===== config.mk =====
export PLATFORM = sky130hd
export DESIGN_NAME = mulsgn_arbiter
export DESIGN_NICKNAME = d
export VERILOG_FILES = /design/src/rtl/mulsgn_arbiter.sv
export SDC_FILE = /design/constraint.sdc
export NUM_CORES = 1
export LEC_CHECK = 0
export CORE_MARGIN = 5
export CORE_UTILIZATION = 50
export DETAILED_ROUTE_END_ITERATION = 8
export PLACE_DENSITY = 0.8
export REMOVE_ABC_BUFFERS = 1
export SYNTH_ARGS = -nofsm -noshare
export SYNTH_HDL_FRONTEND = slang
export SYNTH_SLANG_ARGS = --single-unit
export TNS_END_PERCENT = 10

===== constraint.sdc =====
create_clock -name clk -period 6.5 [get_ports clk]
set_input_delay 1.95 -clock clk [delete_from_list [all_inputs] [get_ports clk]]
set_output_delay 1.95 -clock clk [all_outputs]
set_load 0.03 [all_outputs]

===== src/rtl/mulsgn_arbiter.sv =====
// mulsgn_arbiter
//
// Purpose: shares one signed multiplier (registered X/Y operands in, product
// P back after a fixed latency of LAT cycles) among NREQ requesters. Each
// requester offers an operand pair with a valid/ready handshake. One winner
// per cycle is accepted, and its operands are loaded into mul_x/mul_y. The
// winner's ID travels down a tag pipe that matches the multiplier latency.
// The product and its ID are then written to a show-ahead result FIFO.
// A credit counter bounds outstanding work to the FIFO depth, so the FIFO
// can never overflow.
//
// Optional feature macro: MULSGN_ARB_RR_EN
//   defined   -> round-robin arbitration with a rotating start pointer
//   undefined -> fixed priority, lowest index wins
//
// Ports:
//   clk        : clock, rising edge
//   rst_n      : asynchronous active-low reset
//   req_valid  : [NREQ] per-requester operand valid
//   req_x      : [NREQ*widthX] packed X operands, slice i = requester i
//   req_y      : [NREQ*widthY] packed Y operands
//   req_ready  : [NREQ] one-hot-or-zero grant/accept
//   mul_x      : [widthX] registered X operand to the multiplier
//   mul_y      : [widthY] registered Y operand to the multiplier
//   mul_p      : [widthX+widthY] multiplier product (LAT cycles after mul_x/y)
//   rsp_valid  : result FIFO not empty
//   rsp_ready  : consumer accepts the head result
//   rsp_p      : [widthX+widthY] head product
//   rsp_id     : [IDW] requester index of the head product
//   busy       : any operation outstanding
module mulsgn_arbiter #(
   parameter int NREQ   = 4,
   parameter int widthX = 8,
   parameter int widthY = 8,
   parameter int LAT    = 2,
   localparam int IDW   = (NREQ <= 2) ? 1 : $clog2(NREQ)
) (
   input  logic                     clk,
   input  logic                     rst_n,
   input  logic [NREQ-1:0]          req_valid,
   input  logic [NREQ*widthX-1:0]   req_x,
   input  logic [NREQ*widthY-1:0]   req_y,
   output logic [NREQ-1:0]          req_ready,
   output logic [widthX-1:0]        mul_x,
   output logic [widthY-1:0]        mul_y,
   input  logic [widthX+widthY-1:0] mul_p,
   output logic                     rsp_valid,
   input  logic                     rsp_ready,
   output logic [widthX+widthY-1:0] rsp_p,
   output logic [IDW-1:0]           rsp_id,
   output logic                     busy
);

   localparam int PWID  = widthX + widthY;
   localparam int DEPTH = LAT + 3;
   localparam int CW    = $clog2(DEPTH + 1);
   localparam int AW    = $clog2(DEPTH);

   // ---------------------------------------------------------------
   // Operand slices
   // ---------------------------------------------------------------
   logic [widthX-1:0] x_slice [NREQ];
   logic [widthY-1:0] y_slice [NREQ];

   generate
      for (genvar gi = 0; gi < NREQ; gi++) begin : g_slice
         assign x_slice[gi] = req_x[gi*widthX +: widthX];
         assign y_slice[gi] = req_y[gi*widthY +: widthY];
      end
   endgenerate

   // ---------------------------------------------------------------
   // Credit counter and issue enable
   // ---------------------------------------------------------------
   logic [CW-1:0]  cnt_reg, cnt_next;
   logic           issue_en;
   logic           accept;
   logic           pop;
   logic           push;
   logic [IDW-1:0] win_id;

   assign issue_en = (cnt_reg < CW'(DEPTH));
   // rst_n gating keeps req_ready low for the whole reset, even though the
   // credit counter alone would already permit issue.
   assign accept   = rst_n & issue_en & (|req_valid);
   assign pop      = rsp_valid & rsp_ready;

   always_comb begin
      cnt_next = cnt_reg;
      if (accept && !pop)
         cnt_next = cnt_reg + CW'(1);
      else if (!accept && pop)
         cnt_next = cnt_reg - CW'(1);
   end

   always_ff @(posedge clk or negedge rst_n) begin
      if (!rst_n)
         cnt_reg <= '0;
      else
         cnt_reg <= cnt_next;
   end

   assign busy = (cnt_reg != '0);

   // ---------------------------------------------------------------
   // Arbitration
   // ---------------------------------------------------------------
`ifdef MULSGN_ARB_RR_EN
   logic [IDW-1:0] ptr_reg, ptr_next;

   // The winner is the valid requester at the smallest rotational distance
   // from the pointer (distance 0 = the pointer itself).
   always_comb begin
      int best_d;
      int d;
      win_id = '0;
      best_d = NREQ;
      for (int j = 0; j < NREQ; j++) begin
         d = j - int'(ptr_reg);
         if (d < 0)
            d = d + NREQ;
         if (req_valid[j] && (d < best_d)) begin
            best_d = d;
            win_id = IDW'(j);
         end
      end
   end

   always_comb begin
      ptr_next = ptr_reg;
      if (accept)
         ptr_next = (win_id == IDW'(NREQ-1)) ? '0 : win_id + IDW'(1);
   end

   always_ff @(posedge clk or negedge rst_n) begin
      if (!rst_n)
         ptr_reg <= '0;
      else
         ptr_reg <= ptr_next;
   end
`else
   always_comb begin
      win_id = '0;
      for (int j = NREQ-1; j >= 0; j--) begin
         if (req_valid[j])
            win_id = IDW'(j);
      end
   end
`endif

   always_comb begin
      req_ready = '0;
      for (int j = 0; j < NREQ; j++) begin
         if (accept && (win_id == IDW'(j)))
            req_ready[j] = 1'b1;
      end
   end

   // ---------------------------------------------------------------
   // Operand registers
   // ---------------------------------------------------------------
   logic [widthX-1:0] sel_x;
   logic [widthY-1:0] sel_y;

   always_comb begin
      sel_x = '0;
      sel_y = '0;
      for (int j = 0; j < NREQ; j++) begin
         if (win_id == IDW'(j)) begin
            sel_x = x_slice[j];
            sel_y = y_slice[j];
         end
      end
   end

   always_ff @(posedge clk or negedge rst_n) begin
      if (!rst_n) begin
         mul_x <= '0;
         mul_y <= '0;
      end else if (accept) begin
         mul_x <= sel_x;
         mul_y <= sel_y;
      end
   end

   // ---------------------------------------------------------------
   // Tag pipe: stage 0 is loaded on the accept edge, so stage LAT is
   // valid exactly in the cycle where mul_p carries that product.
   // ---------------------------------------------------------------
   logic           tag_v_reg  [LAT+1];
   logic [IDW-1:0] tag_id_reg [LAT+1];

   always_ff @(posedge clk or negedge rst_n) begin
      if (!rst_n) begin
         for (int k = 0; k <= LAT; k++) begin
            tag_v_reg[k]  <= 1'b0;
            tag_id_reg[k] <= '0;
         end
      end else begin
         tag_v_reg[0]  <= accept;
         tag_id_reg[0] <= win_id;
         for (int k = 1; k <= LAT; k++) begin
            tag_v_reg[k]  <= tag_v_reg[k-1];
            tag_id_reg[k] <= tag_id_reg[k-1];
         end
      end
   end

   assign push = tag_v_reg[LAT];

   // ---------------------------------------------------------------
   // Result FIFO (show-ahead)
   // ---------------------------------------------------------------
   logic [PWID-1:0] fifo_p  [DEPTH];
   logic [IDW-1:0]  fifo_id [DEPTH];
   logic [AW-1:0]   wr_ptr_reg, rd_ptr_reg;
   logic [CW-1:0]   fcnt_reg;

   function automatic logic [AW-1:0] inc_ptr(input logic [AW-1:0] p);
      return (p == AW'(DEPTH-1)) ? '0 : p + AW'(1);
   endfunction

   always_ff @(posedge clk) begin
      if (push) begin
         fifo_p[wr_ptr_reg]  <= mul_p;
         fifo_id[wr_ptr_reg] <= tag_id_reg[LAT];
      end
   end

   always_ff @(posedge clk or negedge rst_n) begin
      if (!rst_n) begin
         wr_ptr_reg <= '0;
         rd_ptr_reg <= '0;
         fcnt_reg   <= '0;
      end else begin
         if (push)
            wr_ptr_reg <= inc_ptr(wr_ptr_reg);
         if (pop)
            rd_ptr_reg <= inc_ptr(rd_ptr_reg);
         if (push && !pop)
            fcnt_reg <= fcnt_reg + CW'(1);
         else if (!push && pop)
            fcnt_reg <= fcnt_reg - CW'(1);
      end
   end

   // Head data is masked while empty so the outputs read zero after reset
   // instead of whatever the storage array happens to hold.
   assign rsp_valid = (fcnt_reg != '0);
   assign rsp_p     = rsp_valid ? fifo_p[rd_ptr_reg]  : '0;
   assign rsp_id    = rsp_valid ? fifo_id[rd_ptr_reg] : '0;

   // The credit limit guarantees a free slot for every product.
   no_overflow: assert property (@(posedge clk) disable iff (!rst_n)
                                 !(push && !pop && (fcnt_reg == CW'(DEPTH))));

endmodule


==> results of run 1 <==
cell type report:
type                            instances  area, µm²
Tap cell                              140      175.2
Timing Repair Buffer                  140       1359
Clock inverter                         14      197.7
Sequential cell                       127       3628
Fill cell                             767       3259
Multi-Input combinational cell        196       1762
Inverter                               24      92.59
Clock buffer                           17      414.1
routing by layer:
| metal | vias to the layer above | track usage [%] | wire length, µm |
|---|---|---|---|
| met3 | 12 | 7.154 | 1167 |
| met5 | - | 0 | 0 |
| met1 | 1802 | 26.07 | 5430 |
| met4 | 0 | 7.657 | 138 |
| met2 | 165 | 34.61 | 6589 |
| li1 | 1682 | - | - |
layout by cell type, fill, tap and decap left out, drive strengths merged, types with 3 or more instances in the layout:
cell           instances
clkdlybuf4s50        124
edfxtp                90
dfrtp                 37
nor2                  27
inv                   24
o21ai                 23
mux4                  18
mux2i                 18
clkbuf                17
a211o                 16
a21oi                 16
a22oi                 16
buf                   16
o2bb2ai               16
nand2                 10
clkinv                 7
ha                     6
bufinv                 5
xor2                   4
nor3                   4
mux2                   3
kinds of logic (layout without fill, tap and decap cells):
group / count (synthesis) / after routing / synth area share (%)
AOI/OAI and AO/OA: 90 / 90 / 12.68
xor gates and xnor gates: 6 / 6 / 0.9411
muxes: 39 / 39 / 11.09
buffers and inverters: 46 / 195 / 3.742
adders and majority gates: 8 / 8 / 2.061
and+or+nand+nor: 53 / 53 / 4.504
DFF: 127 / 127 / 64.98
through the flow:
step	cells	util (%)
finish	658	70.06
global route	658	70.06
CTS	658	70.06
detailed placement	627	64.45
global placement	627	64.45
floorplan	347	-
power by group through the flow:
stage	combinational (µW)	sequential (µW)	clock (µW)
finish	1300	1230	977
global placement	1280	1230	0
global route	1390	1260	1030
CTS	1320	1240	990
floorplan	707	1290	0
detailed placement	1310	1240	0
worst paths after layout:
kind | slack [ns] | start | endpoint
setup / recovery | 0.74 | req_valid[0] | req_ready[2]
hold / removal | 0.35 | tag_id_reg[5] | tag_id_reg[3]
setup reg to reg | 3.74 | cnt_reg[0] | cnt_reg[2]
hold reg to reg | 0.35 | tag_id_reg[5] | tag_id_reg[3]
max in group asynchronous | 4.59 | rst_n | rd_ptr_reg[0]
min in group asynchronous | 1.24 | rst_n | mul_x[0]
==> results.ini, run 1 <==
[synthesis]
synth.avg_cell_area_um2=15.13
ys_async_sr_fraction_pct=29.13
synth_cell_types=41
synthTopCellsByArea=edfxtp_1 48%, dfrtp_1 17%, mux4_2 7.3%
synthCells=369
ys_seq_elements=127
ys_warn_count=0
yosys.area.top_type_share_pct=48.40
synth-edff-count=90
syn_area_um2=5584
synth.yosys.seq_area_share_pct=64.98
synth_flop_cell=edfxtp_1
synth_common_cells=90 x edfxtp_1, 37 x dfrtp_1, 27 x nor2_1
yosys.cell_count.top_type=edfxtp_1
post-synth-top-area-cell=edfxtp_1

[clock_tree]
htree_levels=4
holdBufCountCts=0
insertion_delay_ns=0.51
post_cts_buffers=0
clkSinkCount=127
cts_buffers=17
cts_tree=built
clockBufferDepth=2
root_buffer=clkbuf_8
cts_resized=0
clk_pin_slew_ns=0.06

[final_layout]
area_growth_pct=36.61
largest_reg_flops=80
reg.largest.list=fifo_p: 80 flops, fifo_id: 10 flops
fin_nets=601
drive_above_1_share_pct=17.18
final_area_um2=7629
diodes=0
top_register=fifo_p

[power]
internal_power_uw=2315
clkPwrFrac_pct=27.8
leakagePower_uw=0.002857
irDropWorstVdd_uv=236.1
power.share.combinational_pct=37.1
p_switching_uw=1193
fin_total_pwr_uw=3507
p_sw_share_pct=34.00
p_seq_share_pct=35.1
power_density_nw_per_um2=459.8

[detailed_routing]
wl_per_cell_um=20.25
viasPerCell=5.564
wirelength_um=13330
drt.antenna.violating_nets=0
drt-pass1-iter-count=4
drt-initial-drc-count=200
route.detailed.drc=0
vias=3661

[timing]
layout_setup_ws_ns=0.7385
fin_crit_sh_pct=88.64
rsz0062_at_grt=false
post-route-min-period_ns=5.762
hold_ws_ns=0.3461
fin_skew_ns=0.004341
worst_pin_slew_ns=1.167
final.setup.tns_ns=0
setup_viol=0
relSlewSlack_pct=22.18
hold_viol_final=0
slew_violations=0
max_freq_ghz=0.1736

[die]
die_area_um2=13380
std_cell_rows=38
core_area_um2=10890
io-pin-count=127
fp.dieH_um=115.7
initial_core_util_pct=51.29
die_width_um=115.7

[critical_path]
endpoint_kind=primary output
path_buf_inv=2
path_cells=clkdlybuf4s50_1 > nor2_1 > and3_1 > clkdlybuf4s50_1
crit_cells=4
path_class=primary input to primary output
ff2ff_path_depth=10
critPathTopFamily=buffers and inverters
cp-start-kind=primary input
cpMaxStageDelayCell=clkdlybuf4s50_1
crit_required_ns=4.55
cpMostUsedCell=clkdlybuf4s50_1
cp.arrival_ns=3.81
critPathMaxStageDelay_ns=0.70
crit_fanout=15

[grt]
grt_max_degree=37
grt_pass1_wl_um=21040
first_global_vias=4029
antenna_found_initial=0
overflow=0
track_usage_pct=21.02

[status]
status=finished, final reports clean

[placement]
dp_slack_ns=0.7581
dpl_cell_area_um2=7017
gp_congestion=0.8902
hpwl_um=8742
portBuffers=126

[hold_path]
hold_depth=0
min_path_type=flop to flop

[flow_run]
maxCapViolations=0

No activity file was read; power rests on OpenSTA's default activity.
==> run 2: changes to the inputs <==
- CORE_ASPECT_RATIO: unset -> 1.25
- CORE_UTILIZATION: 50 -> 54
- HOLD_SLACK_MARGIN: unset -> 0.02
- PLACE_DENSITY: 0.8 -> 0.85
==> run 2 against run 1 <==
Clock power shrank 2.5%. Flip-flop and latch count stayed put. Sequential power about the same. Cell area decreased by 0.31%. Highest routed layer unchanged.
==> results.ini, run 2 (same netlist as run 1, synthesis figures left out) <==
[die]
std_cell_rows=41  ; +7.9%
io-pin-count=127  ; unchanged
core_area_um2=10110  ; -7.2%
initial_core_util_pct=55.26  ; +4.0 points
die_width_um=101.0  ; -13%
die_area_um2=12490  ; -6.7%
fp.dieH_um=123.7  ; +6.9%

[flow_run]
maxCapViolations=0  ; unchanged

[grt]
overflow=0  ; unchanged
globalRouteMet1Util_pct=25.32  ; -0.75 points
first_global_vias=4113  ; +2.1%
top_usage_layer=met2
grtUsageMet2_pct=39.70  ; +5.1 points
use_met3_pct=8.235  ; +1.1 points
grt_max_degree=31  ; -16%
grt_pass1_wl_um=21010  ; -0.13%
track_usage_pct=22.62  ; +1.6 points
antenna_found_initial=0  ; unchanged

[clock_tree]
htree_levels=4  ; unchanged
root_buffer=clkbuf_16
clkSinkCount=127  ; unchanged
holdBufCountCts=0  ; unchanged
cts_tree=built
post_cts_buffers=0  ; unchanged
clk_pin_slew_ns=0.06  ; about the same
clockBufferDepth=2  ; unchanged
cts_buffers=17  ; unchanged
insertion_delay_ns=0.41  ; -0.10 ns
cts_resized=0  ; unchanged

[final_layout]
diodes=0  ; unchanged
mostFrequentLayoutCell=clkdlybuf4s50_1
layout_common_cells=124 x clkdlybuf4s50_1, 90 x edfxtp_1, 37 x dfrtp_1, 27 x nor2_1, 23 x inv_1
area_growth_pct=36.19
fill_cells=610  ; -20%
drive_above_1_share_pct=17.34  ; +0.16 points
largest_reg_flops=80  ; unchanged
reg.largest.list=fifo_p: 80 flops, fifo_id: 10 flops
top_register=fifo_p
fin_nets=601  ; unchanged
final_area_um2=7605  ; -0.31%

[timing]
max_freq_ghz=0.1742  ; +0.38%
post-route-min-period_ns=5.740  ; -0.02168 ns
fin_skew_ns=0.008220  ; +0.003879 ns
hold_viol_final=0  ; unchanged
fin_crit_sh_pct=88.31  ; -0.33 points
rsz0062_at_grt=false
setup_viol=0  ; unchanged
relSlewSlack_pct=22.74  ; +0.56 points
worst_pin_slew_ns=1.159  ; -0.008417 ns
final.setup.tns_ns=0  ; unchanged
slew_violations=0  ; unchanged

[hold_path]
min_path_type=flop to flop

[power]
irDropWorstVdd_uv=199.0  ; -16%
power_density_nw_per_um2=460.1  ; about the same
leakagePower_uw=0.002852  ; -0.19%

[detailed_routing]
route.detailed.drc=0  ; unchanged
wirelength_um=13080  ; -1.9%
wl_per_cell_um=20.18  ; -0.35%
viasPerCell=5.724  ; +2.9%
drt-pass1-iter-count=5  ; +1
drt-initial-drc-count=235  ; +18%
drt.antenna.violating_nets=0  ; unchanged
vias=3709  ; +1.3%

[critical_path]
cp-start-kind=primary input
critPathMaxStageDelay_ns=0.67  ; -0.03 ns
endpoint_kind=primary output
path_class=primary input to primary output
crit_required_ns=4.55  ; about the same
crit_fanout=13  ; -2
cpMostUsedCell=clkdlybuf4s50_1
path_cells=clkdlybuf4s50_1 > buf_4 > nor2_1 > and3_1 > clkdlybuf4s50_1
cp.arrival_ns=3.79  ; -0.02 ns
cpMaxStageDelayCell=clkdlybuf4s50_1

[status]
status=finished, final reports clean

[placement]
hpwl_um=8730  ; -0.13%
gp_congestion=0.8895  ; about the same
portBuffers=126  ; unchanged
dpl_cell_area_um2=7003  ; -0.20%

run 2: layer usage:
layer	share of wire, %	up-vias	wire, µm
met5	0	-	0
met4	1.8	0	233
met3	11	23	1411
met2	52	223	6819
met1	35	1781	4612
li1	-	1682	-
run 2: through the flow:
stage               instances  worst slack, ns  hold slack [ns]  power, µW  util, %
floorplan                 347           0.8702           0.3312       1997        -
global placement          616           0.7923           0.3318       2496    69.30
detailed placement        616           0.7679           0.3404       2549    69.30
CTS                       648           0.7549           0.3482       3523    75.25
global route              648           0.6904           0.3624       3674    75.25
finish                    648           0.7601           0.3462       3499    75.25
run 2: worst max-delay path, delay by kind of cell:
family,cells,cell delay (ns)
and+or+nand+nor,2,0.33
buffers and inverters,3,1.50
run 2: path summary, 6_finish.rpt:
path | from | endpoint | slack, ns | cells past startpoint
hold / removal | tag_id_reg[2] | tag_id_reg[0] | 0.35 | 0
setup / recovery | req_valid[0] | req_ready[2] | 0.76 | 5
max in group asynchronous | rst_n | cnt_reg[0] | 4.46 | 2
min in group asynchronous | rst_n | mul_y[1] | 1.41 | 1
hold reg to reg | tag_id_reg[2] | tag_id_reg[0] | 0.35 | 0
setup reg to reg | cnt_reg[0] | cnt_reg[2] | 3.73 | 10
run 2: where the power goes:
part / leakage [µW] / switching, µW / internal, µW
Sequential: 0.00128 / 173 / 1050
Combinational: 0.00129 / 708 / 616
Clock: 0.000286 / 320 / 632
run 2: final cells by class:
class / count / area [µm²] / share of cell area [%]
clock buffers: 18 / 429.2 / 5.643
clock inverters: 14 / 172.7 / 2.270
inverters: 24 / 92.59 / 1.218
multi-input cells: 196 / 1762 / 23.17
flip-flops and latches: 127 / 3628 / 47.71
well taps: 129 / 161.4 / 2.122
repair buffers: 140 / 1359 / 17.87
